`config.mk`:
```
export PLATFORM = sky130hd
export DESIGN_NAME = clk_period_meter
export DESIGN_NICKNAME = d
export VERILOG_FILES = /design/src/rtl/clk_period_meter.sv
export SDC_FILE = /design/constraint.sdc
export NUM_CORES = 1
export LEC_CHECK = 0
export ABC_AREA = 1
export CAP_MARGIN = 20
export CORE_UTILIZATION = 55
export DETAILED_ROUTE_END_ITERATION = 12
export PLACE_DENSITY = 0.88
export SYNTH_ARGS = -nofsm -noshare
export SYNTH_HDL_FRONTEND = slang
export SYNTH_SLANG_ARGS = --single-unit
export TNS_END_PERCENT = 5
```
`constraint.sdc`:
```
create_clock -name clk -period 2.3 [get_ports clk]
set_input_delay 0.345 -clock clk [delete_from_list [all_inputs] [get_ports clk]]
set_output_delay 0.345 -clock clk [all_outputs]
set_load 0.05 [all_outputs]
```
`src/rtl/clk_period_meter.sv`:
```
// Measures rising-to-rising period and high time of a slow clock-like input, in clk cycles.
// Latency: meas_valid one cycle after the sampled rise (+2 with CLK_PERIOD_METER_SYNC_EN).
// Backpressure: none; results are overwritten on every completed period.
module clk_period_meter #(
    parameter int WIDTH   = 16,
    parameter int TIMEOUT = 1000
) (
    input  logic             clk,
    input  logic             syn_n_rst,
    input  logic             sig_in,
    output logic [WIDTH-1:0] period,
    output logic [WIDTH-1:0] high_time,
    output logic             meas_valid,
    output logic             timeout
);
    localparam logic [WIDTH-1:0] TIMEOUT_CNT = WIDTH'(TIMEOUT);
    localparam logic [WIDTH-1:0] ONE         = WIDTH'(1);

    typedef enum logic [1:0] {
        WAIT_FIRST,
        MEASURE,
        TIMED_OUT
    } state_t;

    state_t           state;
    logic [WIDTH-1:0] cnt;
    logic [WIDTH-1:0] hcnt;
    logic             sig_s;
    logic             sig_d;
    logic             rise;

`ifdef CLK_PERIOD_METER_SYNC_EN
    logic sync_q1;
    logic sync_q2;

    always_ff @(posedge clk) begin
        if (!syn_n_rst) begin
            sync_q1 <= 1'b0;
            sync_q2 <= 1'b0;
        end else begin
            sync_q1 <= sig_in;
            sync_q2 <= sync_q1;
        end
    end

    assign sig_s = sync_q2;
`else
    assign sig_s = sig_in;
`endif

    // sig_d clears in reset, so an input already high at release reads as a rise.
    always_ff @(posedge clk) begin
        if (!syn_n_rst) begin
            sig_d <= 1'b0;
        end else begin
            sig_d <= sig_s;
        end
    end

    assign rise = sig_s & ~sig_d;

    always_ff @(posedge clk) begin
        if (!syn_n_rst) begin
            state      <= WAIT_FIRST;
            cnt        <= '0;
            hcnt       <= '0;
            period     <= '0;
            high_time  <= '0;
            meas_valid <= 1'b0;
            timeout    <= 1'b0;
        end else begin
            meas_valid <= 1'b0;
            case (state)
                WAIT_FIRST: begin
                    if (rise) begin
                        cnt   <= ONE;
                        hcnt  <= ONE;
                        state <= MEASURE;
                    end
                end
                MEASURE: begin
                    // A rise landing exactly on cnt==TIMEOUT is still a valid period.
                    if (rise) begin
                        period     <= cnt;
                        high_time  <= hcnt;
                        meas_valid <= 1'b1;
                        cnt        <= ONE;
                        hcnt       <= ONE;
                    end else if (cnt == TIMEOUT_CNT) begin
                        timeout <= 1'b1;
                        state   <= TIMED_OUT;
                    end else begin
                        cnt <= cnt + ONE;
                        if (sig_s) begin
                            hcnt <= hcnt + ONE;
                        end
                    end
                end
                TIMED_OUT: begin
                    if (rise) begin
                        timeout <= 1'b0;
                        cnt     <= ONE;
                        hcnt    <= ONE;
                        state   <= MEASURE;
                    end
                end
                default: begin
                    state <= WAIT_FIRST;
                end
            endcase
        end
    end

endmodule

```
==> flow_summary.yaml <==
pwr:
  peakVddDrop_mv: 0.429
  p_comb_frac: 0.160
  swShare: 0.297
  powerDensity_nw_per_um2: 680
  pwr-share-seq: 0.474
  intPower_mw: 1.91
  power_frac_clock: 0.366
  p_switching_mw: 0.804
  power_mw: 2.71
  leakagePower_nw: 1.57
floorplan:
  core_area_sq_um: 5960
  initial_utilization: 0.572
  io_pins: 37
  num_rows: 28
  dieArea_sq_um: 6520
  fp.dieW_microns: 80.7
  die_y_microns: 80.7
logic_synthesis:
  synth_area_leaders: "dfxtp_1 (41%), nand2_1 (13%), nor2_1 (8.8%), a21oi_1 (7.2%), inv_1 (5.9%)"
  syn_area_sq_um: 3410
  ys_warn_count: 0
  netlist_instances: 512
  synthDominantCellAreaShare: 0.405
  yosys.area.top_type: "dfxtp_1"
  yosysSeqAreaShare: 0.405
  synth_cell_types: 25
  ys_ff_latch: 69
  synth_nets: 518
  avgSynthCellArea_sq_um: 6.66
placement:
  numPlacedInstances: 609
  place_congestion: 0.915
  pre_cts_ws_ns: 0.198
  placed_cell_area_sq_um: 3800
  io_buffers: 36
  dpl.hpwl_microns: 5600
timing:
  tightest_slew_ns: 0.506
  rsz0062_at_grt: "false"
  final_hold_viol_count: 0
  drv_slew: 0
  hold_slack_ns: 0.483
  setup_tns_ns: 0
  slew_headroom: 0.662
  layout_min_cycle_time_ns: 1.87
  max_freq_mhz: 536
  setup_violations: 0
  finalClockSkew_ns: 0.00916
  min_period_over_period: 0.811
  setup_slack_ns: 0.434
routing:
  vias_per_cell: 5.46
  wire_per_inst_microns: 12.9
  postRouteAntennaNets: 0
  drt-initial-drc-count: 233
  drc: 0
  first_pass_iters: 5
  routed_wl_microns: 8080
  via_count: 3410
cts:
  cts_sinks: 69
  cts_tree: "yes"
  cts_max_level: 3
  cts.path.max_buffers: 2
  postCtsSetupBuffers: 0
  cts_resized: 0
  cts_made_buffers: 9
  insertion_delay_ns: 0.36
  cts_root_buffer: "clkbuf_8"
  ctsHoldBuffers: 0
  clkTransAtPathRegs_ns: 0.07
grt:
  grt_pass1_vias: 3132
  overflow: 0
  track_usage: 0.274
  grt_antenna_before_repair: 0
  grt_max_degree: 54
  grt_pass1_wl_microns: 13700
layout:
  fillers: 542
  syn_to_final_growth_pct: 17.0
  final_util: 0.670
  multiInputGateArea_sq_um: 1680
  regArea_sq_um: 1380
  drive_above_1_share: 0.0655
  diodes: 0
  layout.nets: 551
  final_area_sq_um: 3990
  fin_cells: 625
worst_setup_path:
  cp_data_arrival_time_ns: 1.52
  startpoint_type: "register"
  cp_slowest_cell: "clkdlybuf4s50_1"
  critical_path_peak_fanout: 2
  crit_type: "register to primary output"
  critPathBufInv: 1
  endpoint_kind: "primary output"
  crit_family: "buffers and inverters"
  cpPeakStageDelay_ns: 0.82
  crit_chain: "clkdlybuf4s50_1"
  required_ns: 1.96
job:
  cap_viol_max_count: 0
worst_hold_path:
  hp-class: "register to register"
run_status:
  status: "finished clean"
## registers in the layout, summed over array words and instances, names as in the netlist
signal / flops
cnt: 16
hcnt: 16
high_time: 16
period: 16
state: 2
meas_valid: 1
sig_d: 1
timeout: 1
## worst paths after layout
check | from | endpoint | slack (ns) | depth (start not counted)
max | period[14]$_SDFFE_PN0P_ | period[14] | 0.43 | 1
min | period[13]$_SDFFE_PN0P_ | period[13]$_SDFFE_PN0P_ | 0.48 | 2
max reg2reg | cnt[1]$_SDFFE_PN0P_ | cnt[12]$_SDFFE_PN0P_ | 0.52 | 10
min reg2reg | period[13]$_SDFFE_PN0P_ | period[13]$_SDFFE_PN0P_ | 0.48 | 2
## layout make-up
class,count,area share
Tap cell,75,0.0235
Clock buffer,12,0.0364
Inverter,56,0.0530
Sequential cell,69,0.346
Multi-Input combinational cell,364,0.422
Timing Repair Buffer,45,0.107
Clock inverter,4,0.0119
## power groups by stage
stage                     combinational, mW  clock (mW)  sequential (mW)
after floorplan                       0.227           0             1.41
after global placement                0.424           0             1.31
after detailed placement              0.433           0             1.31
after CTS                             0.434        1.00             1.29
after global routing                  0.479        1.06             1.29
final                                 0.435       0.992             1.29
## kinds of logic after synthesis
kind of cell    Yosys count  share of synthesized area
compound gates           91                      0.138
simple gates            270                      0.345
buf+inv                  79                      0.102
fa+ha+maj                 3                     0.0110
flops                    69                      0.405
## placed cells by master (no fill, tap or decap), drive strengths merged
master | netlist | final
a21oi | 50 | 50
buf | 17 | 9
bufinv | 0 | 1
clkbuf | 6 | 12
clkdlybuf4s50 | 0 | 36
clkinv | 1 | 3
clkinvlp | 0 | 1
dfxtp | 69 | 69
ha | 3 | 3
inv | 55 | 55
nand2 | 121 | 121
nand3 | 39 | 39
nand4 | 18 | 18
nor2 | 85 | 85
nor3 | 5 | 5
nor3b | 1 | 1
nor4 | 1 | 1
o21ai | 40 | 40
o21bai | 1 | 1
## cells in the mapped netlist (all sizes together)
| library cell | count |
|---|---|
| nor2 | 85 |
| buf | 17 |
| nand2 | 121 |
| inv | 55 |
| o21bai | 1 |
| nand4 | 18 |
| clkinv | 1 |
| nand3 | 39 |
| clkbuf | 6 |
| dfxtp | 69 |
| nor3b | 1 |
| ha | 3 |
| o21ai | 40 |
| nor3 | 5 |
| nor4 | 1 |
| a21oi | 50 |
## routing by layer
metal,up-vias,part of all wire,global-route usage
li1,1717,-,-
met1,1544,0.42,0.314
met2,130,0.50,0.477
met3,19,0.063,0.0753
met4,0,0.021,0.114
met5,-,0,0
(Power assumes the default switching activity.)
